--- src/rtl/ex_muldiv_unit_if.sv ---
// ex_muldiv_unit_if: request/response bundle between the ALU lane
// and the multi-cycle multiply/divide engine.
interface ex_muldiv_unit_if #(
   parameter int DATA_W = 32
);
   logic                  start_i;
   logic [2:0]            op_i;
   logic [DATA_W-1:0]     opdata1_i;
   logic [DATA_W-1:0]     opdata2_i;
   logic [DATA_W-1:0]     hi_i;
   logic [DATA_W-1:0]     lo_i;
   logic                  flush_i;
   logic [2*DATA_W-1:0]   result_o;
   logic                  ready_o;
   logic                  busy_o;
   logic                  div_by_zero_o;
   logic                  stallreq_o;

   modport master (
      output start_i, op_i, opdata1_i, opdata2_i,
      output hi_i, lo_i, flush_i,
      input  result_o, ready_o, busy_o,
      input  div_by_zero_o, stallreq_o
   );

   modport slave (
      input  start_i, op_i, opdata1_i, opdata2_i,
      input  hi_i, lo_i, flush_i,
      output result_o, ready_o, busy_o,
      output div_by_zero_o, stallreq_o
   );
endinterface

--- src/rtl/ex_muldiv_unit.sv ---
// ex_muldiv_unit: unified multi-cycle MULT/DIV engine for the EX stage.
// Define MULDIV_MADD_EN to enable the MADD/MSUB accumulate ops.
module ex_muldiv_unit #(
   parameter int DATA_W     = 32,
   parameter int MUL_STAGES = 2
) (
   input logic              clk,
   input logic              rst,
   ex_muldiv_unit_if.slave  bus
);
   localparam int W  = DATA_W;
   localparam int W2 = 2 * DATA_W;
   localparam int CW = $clog2(DATA_W) + 1;

   localparam logic [1:0] S_IDLE = 2'd0;
   localparam logic [1:0] S_MUL  = 2'd1;
   localparam logic [1:0] S_DIV  = 2'd2;
   localparam logic [1:0] S_DONE = 2'd3;

   logic [1:0]    state;
   logic [CW-1:0] cnt;
   logic [W2-1:0] prod_q;
   logic [W2-1:0] result_q;
   logic          dbz_q;
   logic [W-1:0]  rem_q;
   logic [W-1:0]  quo_q;
   logic [W-1:0]  dvs_q;
   logic          negq_q;
   logic          negr_q;

   logic          sgn;
   logic          legal;
   logic          is_div;
   logic          accept;
   logic          a_neg;
   logic          b_neg;
   logic [W-1:0]  mag_a;
   logic [W-1:0]  mag_b;
   logic [W2-1:0] a_ext;
   logic [W2-1:0] b_ext;
   logic [W2-1:0] prod;
   logic [W2-1:0] mul_val;
   logic [W2-1:0] step_first;
   logic [W2-1:0] step_run;
   logic [W-1:0]  q_fin;
   logic [W-1:0]  r_fin;

   // One restoring step: returns {remainder, shifted quotient}.
   function automatic logic [W2-1:0] div_step(
      input logic [W-1:0] rem,
      input logic [W-1:0] quo,
      input logic [W-1:0] dvs
   );
      logic [W:0] sh;
      logic [W:0] diff;
      logic       qb;
      sh   = {rem, quo[W-1]};
      diff = sh - {1'b0, dvs};
      qb   = (sh >= {1'b0, dvs});
      if (qb) sh = diff;
      return {sh[W-1:0], quo[W-2:0], qb};
   endfunction

   // Decode, operand magnitudes, product and divider datapath.
   always_comb begin
      sgn    = ~bus.op_i[0];
`ifdef MULDIV_MADD_EN
      legal  = 1'b1;
`else
      legal  = ~bus.op_i[2];
`endif
      is_div = ~bus.op_i[2] & bus.op_i[1];
      accept = (state == S_IDLE) & bus.start_i
             & legal & ~bus.flush_i;
      a_neg  = sgn & bus.opdata1_i[W-1];
      b_neg  = sgn & bus.opdata2_i[W-1];
      mag_a  = a_neg ? -bus.opdata1_i : bus.opdata1_i;
      mag_b  = b_neg ? -bus.opdata2_i : bus.opdata2_i;
      a_ext  = {{W{a_neg}}, bus.opdata1_i};
      b_ext  = {{W{b_neg}}, bus.opdata2_i};
      prod   = a_ext * b_ext;
      mul_val = prod;
`ifdef MULDIV_MADD_EN
      if (bus.op_i[2]) begin
         if (bus.op_i[1])
            mul_val = {bus.hi_i, bus.lo_i} - prod;
         else
            mul_val = {bus.hi_i, bus.lo_i} + prod;
      end
`endif
      step_first = div_step('0, mag_a, mag_b);
      step_run   = div_step(rem_q, quo_q, dvs_q);
      q_fin = negq_q ? -step_run[W-1:0] : step_run[W-1:0];
      r_fin = negr_q ? -step_run[W2-1:W] : step_run[W2-1:W];
   end

   assign bus.ready_o       = (state == S_DONE) & ~bus.flush_i;
   assign bus.busy_o        = (state != S_IDLE);
   assign bus.result_o      = result_q;
   assign bus.div_by_zero_o = dbz_q;
   // Stall request is held low while in reset.
   assign bus.stallreq_o    = ((bus.start_i & legal) | bus.busy_o)
                            & ~bus.ready_o & ~bus.flush_i & rst;

   // FSM, latency counter, divider state and result registers.
   always_ff @(posedge clk or negedge rst) begin
      if (!rst) begin
         state    <= S_IDLE;
         cnt      <= '0;
         prod_q   <= '0;
         result_q <= '0;
         dbz_q    <= 1'b0;
         rem_q    <= '0;
         quo_q    <= '0;
         dvs_q    <= '0;
         negq_q   <= 1'b0;
         negr_q   <= 1'b0;
      end else if (bus.flush_i) begin
         state <= S_IDLE;
      end else begin
         unique case (state)
            S_IDLE: begin
               if (accept && is_div) begin
                  if (bus.opdata2_i == '0) begin
                     state    <= S_DONE;
                     result_q <= {bus.opdata1_i, {W{1'b1}}};
                     dbz_q    <= 1'b1;
                  end else begin
                     state  <= S_DIV;
                     cnt    <= CW'(W - 1);
                     rem_q  <= step_first[W2-1:W];
                     quo_q  <= step_first[W-1:0];
                     dvs_q  <= mag_b;
                     negq_q <= a_neg ^ b_neg;
                     negr_q <= a_neg;
                  end
               end else if (accept) begin
                  if (MUL_STAGES == 1) begin
                     state    <= S_DONE;
                     result_q <= mul_val;
                     dbz_q    <= 1'b0;
                  end else begin
                     state  <= S_MUL;
                     prod_q <= mul_val;
                     cnt    <= CW'(MUL_STAGES - 1);
                  end
               end
            end
            S_MUL: begin
               if (cnt == CW'(1)) begin
                  state    <= S_DONE;
                  result_q <= prod_q;
                  dbz_q    <= 1'b0;
               end else begin
                  cnt <= cnt - CW'(1);
               end
            end
            S_DIV: begin
               rem_q <= step_run[W2-1:W];
               quo_q <= step_run[W-1:0];
               if (cnt == CW'(1)) begin
                  state    <= S_DONE;
                  result_q <= {r_fin, q_fin};
                  dbz_q    <= 1'b0;
               end else begin
                  cnt <= cnt - CW'(1);
               end
            end
            S_DONE: state <= S_IDLE;
            default: state <= S_IDLE;
         endcase
      end
   end
endmodule
--- src/flat_wrapper.sv ---
// flat-port wrapper written by rule: the top's interface ports become plain ports
module ex_muldiv_unit_flat 
#(
   parameter int DATA_W     = 32,
   parameter int MUL_STAGES = 2
)
  (clk, rst, bus_start_i, bus_op_i, bus_opdata1_i, bus_opdata2_i, bus_hi_i, bus_lo_i, bus_flush_i, bus_result_o, bus_ready_o, bus_busy_o, bus_div_by_zero_o, bus_stallreq_o);
  ex_muldiv_unit_if #(.DATA_W(DATA_W)) bus_i ();
  input logic clk;
  input logic rst;
  input wire logic [$bits(bus_i.start_i)-1:0] bus_start_i;
  input wire logic [$bits(bus_i.op_i)-1:0] bus_op_i;
  input wire logic [$bits(bus_i.opdata1_i)-1:0] bus_opdata1_i;
  input wire logic [$bits(bus_i.opdata2_i)-1:0] bus_opdata2_i;
  input wire logic [$bits(bus_i.hi_i)-1:0] bus_hi_i;
  input wire logic [$bits(bus_i.lo_i)-1:0] bus_lo_i;
  input wire logic [$bits(bus_i.flush_i)-1:0] bus_flush_i;
  output wire logic [$bits(bus_i.result_o)-1:0] bus_result_o;
  output wire logic [$bits(bus_i.ready_o)-1:0] bus_ready_o;
  output wire logic [$bits(bus_i.busy_o)-1:0] bus_busy_o;
  output wire logic [$bits(bus_i.div_by_zero_o)-1:0] bus_div_by_zero_o;
  output wire logic [$bits(bus_i.stallreq_o)-1:0] bus_stallreq_o;
  assign bus_i.start_i = bus_start_i;
  assign bus_i.op_i = bus_op_i;
  assign bus_i.opdata1_i = bus_opdata1_i;
  assign bus_i.opdata2_i = bus_opdata2_i;
  assign bus_i.hi_i = bus_hi_i;
  assign bus_i.lo_i = bus_lo_i;
  assign bus_i.flush_i = bus_flush_i;
  assign bus_result_o = bus_i.result_o;
  assign bus_ready_o = bus_i.ready_o;
  assign bus_busy_o = bus_i.busy_o;
  assign bus_div_by_zero_o = bus_i.div_by_zero_o;
  assign bus_stallreq_o = bus_i.stallreq_o;
  ex_muldiv_unit #(.DATA_W(DATA_W), .MUL_STAGES(MUL_STAGES)) u_core (.clk(clk), .rst(rst), .bus(bus_i));
endmodule
--- config.mk ---
export PLATFORM = sky130hd
export DESIGN_NAME = ex_muldiv_unit_flat
export DESIGN_NICKNAME = d
export VERILOG_FILES = /design/src/rtl/ex_muldiv_unit_if.sv /design/src/rtl/ex_muldiv_unit.sv /design/src/flat_wrapper.sv
export SDC_FILE = /design/constraint.sdc
export NUM_CORES = 2
export LEC_CHECK = 0
export BUFFER_PORTS_ARGS = -buffer_cell sky130_fd_sc_hd__buf_2
export CORE_MARGIN = 2
export CORE_UTILIZATION = 50
export DETAILED_ROUTE_END_ITERATION = 16
export PLACE_DENSITY = 0.71
export SETUP_SLACK_MARGIN = 0.4
export SLEW_MARGIN = 20
export SYNTH_ARGS = -nofsm -noshare
export SYNTH_HDL_FRONTEND = slang
export SYNTH_SLANG_ARGS = --single-unit
--- constraint.sdc ---
create_clock -name clk -period 9.5 [get_ports clk]
set_input_delay 2.85 -clock clk [delete_from_list [all_inputs] [get_ports clk]]
set_output_delay 2.85 -clock clk [all_outputs]
set_load 0.005 [all_outputs]
# --- After elaboration in Yosys (flattened, before gate mapping) ---
# Index checks and enable logic that the tools add are counted.
word_totals:
  inputBits: 135
  regBits: 235
op_classes:
  n_mux: 32
  n_bitwise: 19
  n_reduce_logical: 15
  eq_ne: 15
  mul: 1
  order_cmp: 2
  add_sub_neg: 7
op_table:
  columns: ["cell", "n"]
  rows:
  - ["2-to-1 mux 32 bit", 10]
  - ["2-to-1 mux 64 bit", 4]
  - ["one-hot mux 64 bit (3 select lines)", 1]
  - ["negation 32 bit", 4]
  - ["one-hot mux 32 bit (2 select lines)", 2]
  - ["multiplier 33 x 33 -> 64 bit", 1]
  - ["greater-or-equal comparator 33 x 32 -> 1 bit", 1]
  - ["greater-or-equal comparator 1 x 32 -> 1 bit", 1]
  - ["zero test 32 bit", 1]
  - ["subtractor 1 x 32 -> 32 bit", 1]
  - ["subtractor 32 bit", 1]
  - ["2-to-1 mux 6 bit", 4]
  - ["one-hot mux 6 bit (2 select lines)", 1]
  - ["AND reduction 4 bit", 3]
  - ["bitwise AND 1 bit", 11]
  - ["AND reduction 5 bit", 2]
  - ["2-to-1 mux 2 bit", 4]
  - ["inequality test 2 bit, second input constant", 4]
  - ["equality test 6 x 1 -> 1 bit, second input constant", 1]
  - ["inequality test 2 x 1 -> 1 bit, second input constant", 3]
  - ["NOT 1 bit", 6]
  - ["one-hot mux 2 bit (3 select lines)", 1]
  - ["AND reduction 6 bit", 1]
  - ["nonzero test 2 bit", 3]
  - ["16 further kinds", 20]

# --- Logic depth before layout (Yosys ltp) ---
logic_depth:
  ltp_word: 8
  mapped_depth: 33

# --- Worst setup path after synthesis ---
# Ideal clock, no wire load.
synth_path:
  path_type: "input port to flip-flop"
  from: "in bus_opdata1_i[31]"
  to: "reg u_core.prod_q[61]"
  path_slack_ns: -1.520
  t_arrival_ns: 10.884
  setup_ns: 0.136
  path_stages: 27
  required_time_ns: 9.364
  cell_sequence: "clkbuf_1 nor2b_1 clkbuf_1 clkbuf_1 clkbuf_1 nand2_1 fa_1 fa_1 inv_1 fa_1 inv_1 fa_1 inv_1 fa_1 fa_1 inv_1 fa_1 fa_1 inv_1 ha_1 a21o_1 a21oi_1 o21ai_0 a311oi_1 o21ai_0 xnor2_1 o21ai_0"
synth_via:
  elab_chain_cells: 2
synth_rtl:
  columns: ["item", "line", "text"]
  rows:
  - ["from (decl)", "flat_wrapper.sv:13", "input wire logic [$bits(bus_i.opdata1_i)-1:0] bus_opdata1_i;"]
  - ["bitwise AND 1 bit", "ex_muldiv_unit.sv:75", "a_neg = sgn & bus.opdata1_i[W-1];"]
  - ["multiplier 33 x 33 -> 64 bit (*)", "ex_muldiv_unit.sv:81", "prod = a_ext * b_ext;"]
  - ["to (signal assigned)", "ex_muldiv_unit.sv:144", "prod_q <= mul_val;"]
  - ["to (decl)", "ex_muldiv_unit.sv:22", "logic [W2-1:0] prod_q;"]
# Mark *: on every way between the ends. The rest lies on a longest branch, timed or not.
# A chain may end at the register's enable or synchronous reset.

# --- Worst setup path in the final report ---
layout_path:
  from: "in bus_opdata1_i[31]"
  to: "reg u_core.prod_q[63]"
# Same word-level chain as after synthesis.

==> results_dict.tcl <==
set metrics [dict create \
    dp.cells 7871 \
    clk_pin_slew_ns 0.06 \
    cts_made_buffers 25 \
    finalCritPeriodShare_pct 102.2 \
    drive_gt1_share_pct 17.98 \
    yosysMostFrequentCell "inv_1" \
    syn_to_final_growth_pct 17.67 \
    place_area_um2 60010 \
    via_per_inst 5.648 \
    finClkSkew_ns 0.01763 \
    ys_seq_elements 235 \
    max_freq_ghz 0.1030 \
    antenna_found_initial 9 \
    synthTopCellsByArea "fa_1 42%, dfrtp_1 11%, inv_1 8.1%, nand2_1 7.0%, ha_1 6.0%" \
    fin_crit_ns 9.709 \
    syn_area_per_cell_um2 8.709 \
    cp-start-kind "input pin" \
    initial_core_util_pct 50.25 \
    ys.flop_type "dfrtp_1" \
    crit_fanout 8 \
    cts_tree "built" \
    rsz0062_at_grt "yes" \
    detail-route-antenna-nets 0 \
    slew_viol_final 0 \
    max_cap_viol_count 0 \
    yosysSeqAreaShare_pct 10.96 \
    max_stage_delay_ns 0.65 \
    die_height_um 331.6 \
    fin_area_um2 63130 \
    grt_pass1_wl_mm 268.4 \
    core_area_um2 106800 \
    clk_latency_ns 0.56 \
    crit_type "in -> reg" \
    syn_area_um2 53650 \
    htree_levels 1 \
    die_area_um2 109900 \
    cts-root-buf "clkbuf_16" \
    synth.net_count 7678 \
    finalWorstSetupSlack_ns -0.2085 \
    arrival_ns 10.14 \
    drt-initial-drc-count 3910 \
    yosysWarnings 0 \
    setup_viol 15 \
    synth_top_area_share_pct 42.02 \
    nNetsFinal 8084 \
    ctsHoldBuffers 0 \
    required_ns 9.93 \
    grt_max_degree 108 \
    slowest_stage "fa_2" \
    cts_sinks 235 \
    cpMostUsedCell "fa_1" \
    synth_edf_count 0 \
    numPortBuffers 138 \
    yosysTopAreaCell "fa_1" \
    violations "setup timing" \
    fin_cells 7995 \
    hp-class "reg -> reg" \
    status "finished with violations" \
    die_w_um 331.6 \
    async_flop_share_pct 100.0 \
    num_io_pins 203 \
    hold_violations 0 \
    routedWlPerCell_um 21.65 \
    vias 45150 \
    maxSlewHeadroom_pct 23.67 \
    gp_congestion 0.9681 \
    grt_pass1_vias 46940 \
    routed_wl_mm 173.1 \
    yosysUniqueCellTypes 81 \
    grt_util_all_layers_pct 31.47 \
    rows 120 \
    drcViolationCount 0 \
    cts_buffer_depth 3 \
    ys_top_cells_by_count "1162 x inv_1, 1126 x fa_1, 996 x nand2_1, 387 x and2_1, 309 x clkbuf_1" \
    critPathCaptureType "flop" \
    gr-total-overflow 0 \
    post-dp-hpwl_mm 138.7 \
    dr.pass1.iters 6 \
    worstMarginPinSlew_ns 1.145 \
    synthCells 6160 \
]
==> state kept, by name, indices dropped and copies added (netlist names) <==
signal,count
u_core.rem_q,32
u_core.negq_q,1
u_core.bus.div_by_zero_o,1
u_core.negr_q,1
u_core.bus.result_o,64
u_core.cnt,6
u_core.dvs_q,32
u_core.state,2
u_core.prod_q,64
u_core.quo_q,32
==> placed cells by master, fill, tap and decap left out, types with 25 or more instances in the layout <==
master and n:
inv_1 1092, fa_1 1076, nand2_1 969, buf_4 534
and2_1 362, nor2_1 256, dfrtp_1 235, o21ai_0 215
ha_1 215, a21oi_1 185, xnor2_1 117, buf_2 95
xor2_1 85, buf_6 67, inv_2 61, a21o_1 57
buf_12 56, nand3_1 51, fa_2 50, a221oi_1 40
ha_4 38, o31ai_1 37, nor3_1 36, o21ai_1 32
nand2b_1 30, a21oi_2 30, clkbuf_16 28, nand4_1 26
or3_1 26, and2_4 25
==> critical path: cells and delay by family <==
kind            cells  cell delay, ns
xor+xnor            1            0.21
compound gates      7            1.03
fa+ha+maj           9            4.51
simple gates        4            0.66
buf+inv             8            0.85
==> worst paths after layout <==
kind,from,endpoint,slack (ns),depth (start not counted)
min in group asynchronous,rst,u_core.rem_q[26]$_DFFE_PN0P_,2.26,1
max in group asynchronous,rst,u_core.prod_q[7]$_DFFE_PN0P_,5.80,2
hold reg to reg,u_core.bus.result_o[36]$_DFFE_PN0P_,u_core.bus.result_o[36]$_DFFE_PN0P_,0.47,2
setup / recovery,bus_opdata1_i[31],u_core.prod_q[63]$_DFFE_PN0P_,-0.21,29
setup reg to reg,u_core.rem_q[20]$_DFFE_PN0P_,u_core.bus.result_o[55]$_DFFE_PN0P_,4.35,13
hold / removal,u_core.bus.result_o[36]$_DFFE_PN0P_,u_core.bus.result_o[36]$_DFFE_PN0P_,0.47,2
==> per-layer routing <==
layer	track usage, %	wire length (um)	part of all wire, %
met5	0	20	0.012
met4	14.07	9905	5.7
met3	6.735	17300	10
met2	49.98	79010	46
met1	41.60	66840	39
==> area by class of cell <==
type | instances | area [um2]
fill | 8990 | 43620
multi-input combinational | 4369 | 43470
timing repair buffer | 772 | 6700
sequential | 235 | 5881
inverter | 1163 | 4395
tap | 1403 | 1755
clock buffer | 31 | 678.2
clock inverter | 14 | 231.5
antenna | 8 | 20.02
==> kinds of logic after synthesis <==
kind of cell             after synthesis  share of synthesized area [%]
AND/OR/NAND/NOR                     1933                          16.65
buffers and inverters               1556                          10.90
adder cells (fa/ha/maj)             1383                          48.01
AO/OA/AOI/OAI                        809                          9.388
flip-flops                           235                          10.96
XOR/XNOR                             212                          3.461
multiplexers                          32                         0.6251
==> per-stage QoR <==
stage	TNS, ns	utilization [%]	setup slack [ns]	hold WS (ns)
after floorplan	-3.359	-	-0.3234	0.4477
after global placement	-23.07	56.22	-1.074	0.4565
after detailed placement	-26.73	56.22	-1.152	0.4611
after CTS	-0.5288	58.14	-0.1085	0.4754
after global routing	-4.518	59.12	-0.4699	0.4960
final	-1.066	59.14	-0.2085	0.4748
==> what timing repair did <==
| item | in CTS | in global routing |
|---|---|---|
| gates resized for setup | 235 | 199 |
| setup buffers | 31 | 36 |
| cloned | 1 | 3 |
| endpoints found under the setup margin | 34 | 37 |
| pin swaps | 125 | 122 |
Power is not shown: default switching activity piles up to over one toggle a cycle in this logic, so the estimate is an artifact.
